--- config.mk ---
export PLATFORM = sky130hd
export DESIGN_NAME = hnf_rxreq_lcrd_ctrl
export DESIGN_NICKNAME = d
export VERILOG_FILES = /design/src/rtl/hnf_rxreq_lcrd_ctrl.sv
export SDC_FILE = /design/constraint.sdc
export NUM_CORES = 1
export LEC_CHECK = 0
export ABC_AREA = 0
export ABC_CLOCK_PERIOD_IN_PS = 2700
export CAP_MARGIN = 20
export CELL_PAD_IN_SITES_DETAIL_PLACEMENT = 0
export CELL_PAD_IN_SITES_GLOBAL_PLACEMENT = 1
export CORE_AREA = 4 4 54 56
export CTS_CLUSTER_SIZE = 16
export DETAILED_ROUTE_END_ITERATION = 10
export DIE_AREA = 0 0 58 60
export PLACE_DENSITY = 0.7
export SLEW_MARGIN = 20
export SYNTH_ARGS = -nofsm -noshare
export SYNTH_HDL_FRONTEND = slang
export SYNTH_SLANG_ARGS = --single-unit
export TNS_END_PERCENT = 1
--- constraint.sdc ---
create_clock -name clock -period 2.7 [get_ports clock]
set_input_delay 0.405 -clock clock [delete_from_list [all_inputs] [get_ports clock]]
set_output_delay 0.405 -clock clock [all_outputs]
set_load 0.01 [all_outputs]
--- src/rtl/hnf_rxreq_lcrd_ctrl.sv ---
// HN-F RXREQ L-credit / link-state controller: link handshake, credit grants bounded by POSQ space,
// flit qualification into POSQ writes. Optional macro HNF_RXREQ_LCRD_THROTTLE_EN adds cfg_lcrd_limit.
module hnf_rxreq_lcrd_ctrl #(
    parameter int POSQ_DEPTH = 8,
    parameter int MAX_LCRD   = 15,
    parameter int CNT_W      = $clog2(POSQ_DEPTH + 1)
) (
    input  logic             clock,
    input  logic             rst_n,
    input  logic             link_active_req,
    output logic             link_active_ack,
    input  logic             rxreqflitv,
    input  logic             rxreqflit_is_lcrd_return,
    output logic             RXREQLCRDV,
    output logic             posq_winc,
    input  logic             posq_pop,
`ifdef HNF_RXREQ_LCRD_THROTTLE_EN
    input  logic [3:0]       cfg_lcrd_limit,
`endif
    output logic [3:0]       lcrd_outstanding,
    output logic [CNT_W-1:0] posq_count,
    output logic             proto_err
);

    localparam logic [1:0] ST_STOP  = 2'd0;
    localparam logic [1:0] ST_ACT   = 2'd1;
    localparam logic [1:0] ST_RUN   = 2'd2;
    localparam logic [1:0] ST_DEACT = 2'd3;

    logic [1:0]       state_q, state_d;
    logic             ack_q;
    logic             lcrdv_q, lcrdv_d;
    logic [3:0]       out_q, out_d;
    logic [CNT_W-1:0] cnt_q, cnt_d;
    logic             err_q, err_d;

    logic [4:0] limit;
    logic [4:0] out_pend;
    logic [7:0] used;
    logic       flit_ok, flit_bad, pop_ok, pop_bad;

`ifdef HNF_RXREQ_LCRD_THROTTLE_EN
    assign limit = ({1'b0, cfg_lcrd_limit} < 5'(MAX_LCRD)) ? {1'b0, cfg_lcrd_limit} : 5'(MAX_LCRD);
`else
    assign limit = 5'(MAX_LCRD);
`endif

    // A grant in flight counts as outstanding so the POSQ can never be oversubscribed.
    assign out_pend = {1'b0, out_q} + 5'(lcrdv_q);
    assign used     = 8'(cnt_q) + 8'(out_q) + 8'(lcrdv_q);

    assign flit_ok   = rxreqflitv && (state_q != ST_STOP) && (out_q != 4'd0);
    assign flit_bad  = rxreqflitv && !flit_ok;
    assign pop_ok    = posq_pop && (cnt_q != '0);
    assign pop_bad   = posq_pop && (cnt_q == '0);
    assign posq_winc = flit_ok && !rxreqflit_is_lcrd_return;

    always_comb begin
        state_d = state_q;
        case (state_q)
            ST_STOP:  if (link_active_req) state_d = ST_ACT;
            ST_ACT:   state_d = ST_RUN;
            ST_RUN:   if (!link_active_req) state_d = ST_DEACT;
            ST_DEACT: if (out_q == 4'd0 && !lcrdv_q && !rxreqflitv) state_d = ST_STOP;
            default:  state_d = ST_STOP;
        endcase
    end

    always_comb begin
        lcrdv_d = (state_q == ST_RUN) && link_active_req && (out_pend < limit)
                  && (used < 8'(POSQ_DEPTH));
        out_d   = out_q + 4'(lcrdv_q) - 4'(flit_ok);
        cnt_d   = cnt_q + CNT_W'(posq_winc) - CNT_W'(pop_ok);
        err_d   = err_q || flit_bad || pop_bad;
    end

    always_ff @(posedge clock or negedge rst_n) begin
        if (!rst_n) begin
            state_q <= ST_STOP;
            ack_q   <= 1'b0;
            lcrdv_q <= 1'b0;
            out_q   <= 4'd0;
            cnt_q   <= '0;
            err_q   <= 1'b0;
        end else begin
            state_q <= state_d;
            ack_q   <= (state_d != ST_STOP);
            lcrdv_q <= lcrdv_d;
            out_q   <= out_d;
            cnt_q   <= cnt_d;
            err_q   <= err_d;
        end
    end

    assign link_active_ack  = ack_q;
    assign RXREQLCRDV       = lcrdv_q;
    assign lcrd_outstanding = out_q;
    assign posq_count       = cnt_q;
    assign proto_err        = err_q;

endmodule
Word-level counts from Yosys, hierarchy flattened

Cells that the tools add are included.

Memory bits (writable): 0
ROM bits: 0
Logic and storage cells: 46
Register bits after elaboration: 13
Output and inout bits: 12
Bits in latches: 0
Memories: 0
Input port bits: 6

Reductions and logical operators: 24
Muxes and demuxes: 4
Add/sub/neg operators: 7
Equal/unequal tests: 3
Shifts and indexed selects: 0
Bitwise operators: 0
Multipliers: 0
$lt $le $gt $ge: 2
Divide/modulo/power cells: 0

Operators with widths:

| kind               | count |
|---|---|
| $logic_and 1x1->1  | 11 |
| $add 4x1->4        | 2 |
| $logic_not 4->1    | 2 |
| $pmux 2 s4         | 1 |
| $reduce_bool 4->1  | 2 |
| $sub 4x1->4        | 2 |
| $add 5x1->6        | 1 |
| $lt 6x4->1 const B | 1 |
| $mux 2             | 3 |
| $add 4x1->5        | 1 |
| $add 4x4->5        | 1 |
| $lt 5x4->1 const B | 1 |
| $eq 2x2->1 const B | 2 |
| $logic_not 1->1    | 4 |
| $reduce_bool 2->1  | 2 |
| $eq 2x1->1 const B | 1 |
| $logic_not 2->1    | 1 |
| $logic_or 1x1->1   | 2 |

Logic depth before layout (Yosys ltp)

Depth in word-level cells: 7
Depth in mapped cells: 11
Gate-level depth less buffers: 11

Worst setup path after synthesis

OpenSTA, ideal clock, no wires.

Path type: register to register
Start: register out_q[2] (netlist: lcrd_outstanding[2])
End: register out_q[2] (netlist: lcrd_outstanding[2])
Cell stages (with the launch flop): 12
Path buffers: 0
Clock period less this slack: 2.347 ns
Setup slack: 0.353 ns
Setup time: 0.123 ns
Arrival time: 2.224 ns
Data required time: 2.577 ns
Cells stage by stage: dfrtp_1 inv_1 ha_1 or3b_4 nand3b_1 inv_1 ha_1 inv_1 ha_1 inv_1 fa_1 xnor2_1

Word-level cells in the longest chain between the ends: 3
Elaborated cells between the ends (all ways): 4
Classes of those cells: add/sub (2); reduce/logical (2)

RTL lines:

| element                                                             | line | source |
|---|---|---|
| from (decl)                                                         | 33   | `logic [3:0] out_q, out_d;` |
| from (signal assigned)                                              | 89   | `out_q <= out_d;` |
| parallel branches: the longest is 2 deep, another holds $add 4x1->4 | --   |  |
| $sub 4x1->4 (*)                                                     | 72   | `out_d = out_q + 4'(lcrdv_q) - 4'(flit_ok);` |
| via out_d[2]                                                        | 33   |  |

Mark *: on every way through the listed nets, which the timed path passes.

Worst setup path in the final report

Start: register out_q[2] (netlist: lcrd_outstanding[2])
End: output port posq_winc

Word-level cells in the longest chain between the ends: 3

RTL lines:

| element           | line | source |
|---|---|---|
| $reduce_bool 4->1 | 52   | `assign flit_ok = rxreqflitv && (state_q != ST_STOP) && (out_q != 4'd0);` |
| $logic_and 1x1->1 | 52   |  |
| $logic_and 1x1->1 | 56   | `assign posq_winc = flit_ok && !rxreqflit_is_lcrd_return;` |
| to (decl)         | 15   | `output logic posq_winc,` |

No other way between the ends.

==> metrics <==
outcome=completed; detailed-placement wirelength estimate=between 1000 and 1500 um; # IOs=18; most frequent cells in the layout=ha_1, clkdlybuf4s50_1, inv_1, dfrtp_1, nor2_1; maximum fanout encountered on the critical timing path=6; total via count in the routed design=631; grt ovf=0; share of final-layout standard cells stronger than drive strength 1=0.0654; leading cell type in the layout, fill and taps excluded=ha_1; number of placement rows=18; peak supply drop=0.519 mV; area added between synthesis and finish=27.2%; global-route total usage across every layer=0.121; Clock Sink Count=13; final number of max-transition violations=0; multiplexer area fraction after synthesis=0; final worst path period need=about 2.5 ns; count of distinct cell types in the synthesized netlist=24; clock tree root driver cell=clkbuf_4; Synth Warn #=0; setup violators final=0; number of max-cap violations=0; DRC errors left=0; register bit total from synthesis=13; category of the worst setup path launch point=register; DR vias/cell=about 4.6; Post-Route Utilization=0.467; first-iteration detailed-routing DRC count=11; # H-tree levels=1; worst relative slew slack=0.609; count of nets left with antenna violations after detail routing=0; slew at the pin with the worst max-slew slack=between 0.5 and 0.6 ns; detailed-routing iteration count for the pre-antenna-repair pass=4; crit share post-route=0.930; Worst setup EP type=output pin; final net count=between 100 and 150; share of synthesized cell area in and, or, nand and nor gates=0.156; CTS tree=yes; Die Y=~60 um; critical path arrival=roughly 2.1 ns; core area=about 0.0024 mm^2; count of buffers inserted at the top-level ports=17; Final Skew=roughly 0.0066 ns; RSZ-0062 raised after global routing=false; top post-synthesis cells by area=dfrtp_1, ha_1, inv_1; Final Hold Viols=0; total power divided by cell area=between 1000 and 1500 mW/mm^2; compound-cell area share of the yosys netlist=0.0701; total CTS buffers=3; width of the die=58 um; first-pass GRT wire length=3110 um; full die area=roughly 0.0035 mm^2; sequential area share after synthesis=0.365; Post-Synthesis Cells=85; post-synth net total=between 100 and 150; area share of the largest cell type after synthesis=0.365; largest family of logic cells by synthesized area=adder cells; Antenna Diode Count=0; Final GP Congestion=0.745; post-synthesis cell area=between 800 and 900 um^2; Yosys top cell by area=dfrtp_1; upper clock frequency limit=between 300 and 400 MHz; class of the most critical hold timing path=primary input to asynchronous set/reset pin; reported leakage power=0.547 nW; number of buffers inserted by hold repair at cts=0; TNS Setup=0 ns; via count of the first global-routing pass=660; fraction of synthesized cell area in xor and xnor cells=0.0491; maximum number of pins on one net before global-route repair=14; average instance area after synthesis=10.5 um^2; detailed-route wire length=approximately 1800 um; routed len/inst=between 10 and 15 um; adder and majority gate portion of the synthesized area=0.297; antenna violations before repair=0; CP required=2.30 ns; maximum buffer depth of the clock tree=2; Worst-path clk slew=around 0.080 ns; category of the critical setup timing path=register to output pin; final-layout fill cell count=around 240; worst skew pair latency=0.28 ns; initial core utilization=0.367
## worst paths after layout
check | startpoint | endpoint | slack (ns) | depth (start not counted)
max in group asynchronous | rst_n | lcrd_outstanding[2]$_DFF_PN0_ | 1.79 | 1
min in group clock | proto_err$_DFF_PN0_ | proto_err$_DFF_PN0_ | 0.51 | 1
worst max register to register | lcrd_outstanding[2]$_DFF_PN0_ | lcrd_outstanding[2]$_DFF_PN0_ | 0.27 | 11
worst max-delay path | lcrd_outstanding[2]$_DFF_PN0_ | posq_winc | 0.19 | 6
worst min register to register | proto_err$_DFF_PN0_ | proto_err$_DFF_PN0_ | 0.51 | 1
worst min-delay path | rst_n | RXREQLCRDV$_DFF_PN0_ | 0.49 | 1
## Yosys cell counts
cell / number
nor3_1: 3
ha_1: 18
a221o_1: 1
fa_1: 2
nor4_4: 1
nor4_1: 1
nor4b_1: 1
xor2_1: 3
nor2b_1: 1
o21ai_1: 1
xnor2_1: 2
dfrtp_1: 13
inv_1: 15
o21ai_0: 1
a211oi_1: 1
a21o_1: 2
nand2_1: 3
nor2_1: 6
nand3b_1: 1
nor3b_1: 1
and3_1: 2
or3b_4: 1
a21oi_1: 4
nand4b_1: 1
## per-stage QoR
stage          instances  area [um^2]  setup slack, ns  power [mW]  hold WS (ns)
3_3_place_gp         133         1110            0.289        1.12         0.490
3_5_place_dp         133         1110            0.258        1.13         0.492
4_1_cts              137         1130            0.110        1.26         0.511
2_1_floorplan         85          892            0.353       0.838         0.109
6_report             137         1130            0.190        1.24         0.492
5_1_grt              137         1130           0.0494        1.40         0.521
## routing by layer
| metal | wire length (um) | vias to the layer above | global-route usage |
|---|---|---|---|
| met4 | 27 | 0 | 0.0795 |
| met5 | 0 | - | 0 |
| li1 | - | 334 | - |
| met3 | 46 | 2 | 0.0173 |
| met1 | 825 | 288 | 0.158 |
| met2 | 854 | 7 | 0.185 |
## worst max-delay path: stages (launching register included)
cell,delay [ns]
dfrtp_2,0.42
inv_1,0.08
ha_1,0.19
or3b_4,0.25
nand3b_1,0.13
nor2_1,0.19
clkdlybuf4s50_1,0.57
## sequential cells by signal, indices dropped and copies added (netlist names)
signal            cells
state_q               2
link_active_ack       1
posq_count            4
proto_err             1
lcrd_outstanding      4
RXREQLCRDV            1
## kinds of logic (layout without fill, tap and decap cells)
family	Yosys count	in the layout
flops	13	13
fa+ha+maj	20	20
buf+inv	15	37
compound gates	10	10
simple gates	22	22
xor+xnor	5	5
## report_power, final
| part | switching, mW | internal, mW | total [mW] |
|---|---|---|---|
| clock | 0.0645 | 0.0572 | 0.122 |
| sequential | 0.100 | 0.284 | 0.384 |
| combinational | 0.351 | 0.379 | 0.730 |
## layout make-up
class	count	area, um^2	area share
Clock buffer	4	26.3	0.0232
Inverter	15	56.3	0.0496
Timing Repair Buffer	18	178	0.157
Multi-Input combinational cell	57	510	0.450
Sequential cell	13	327	0.288
Tap cell	30	37.5	0.0331
## timing repair
action | 4_1_cts | 5_1_grt
buffers inserted | 0 | 0
gates resized for setup | 0 | 1
hold endpoints to repair | 0 | 0
endpoints found under the setup margin | 0 | 1
No activity file was read; power rests on OpenSTA's default activity.
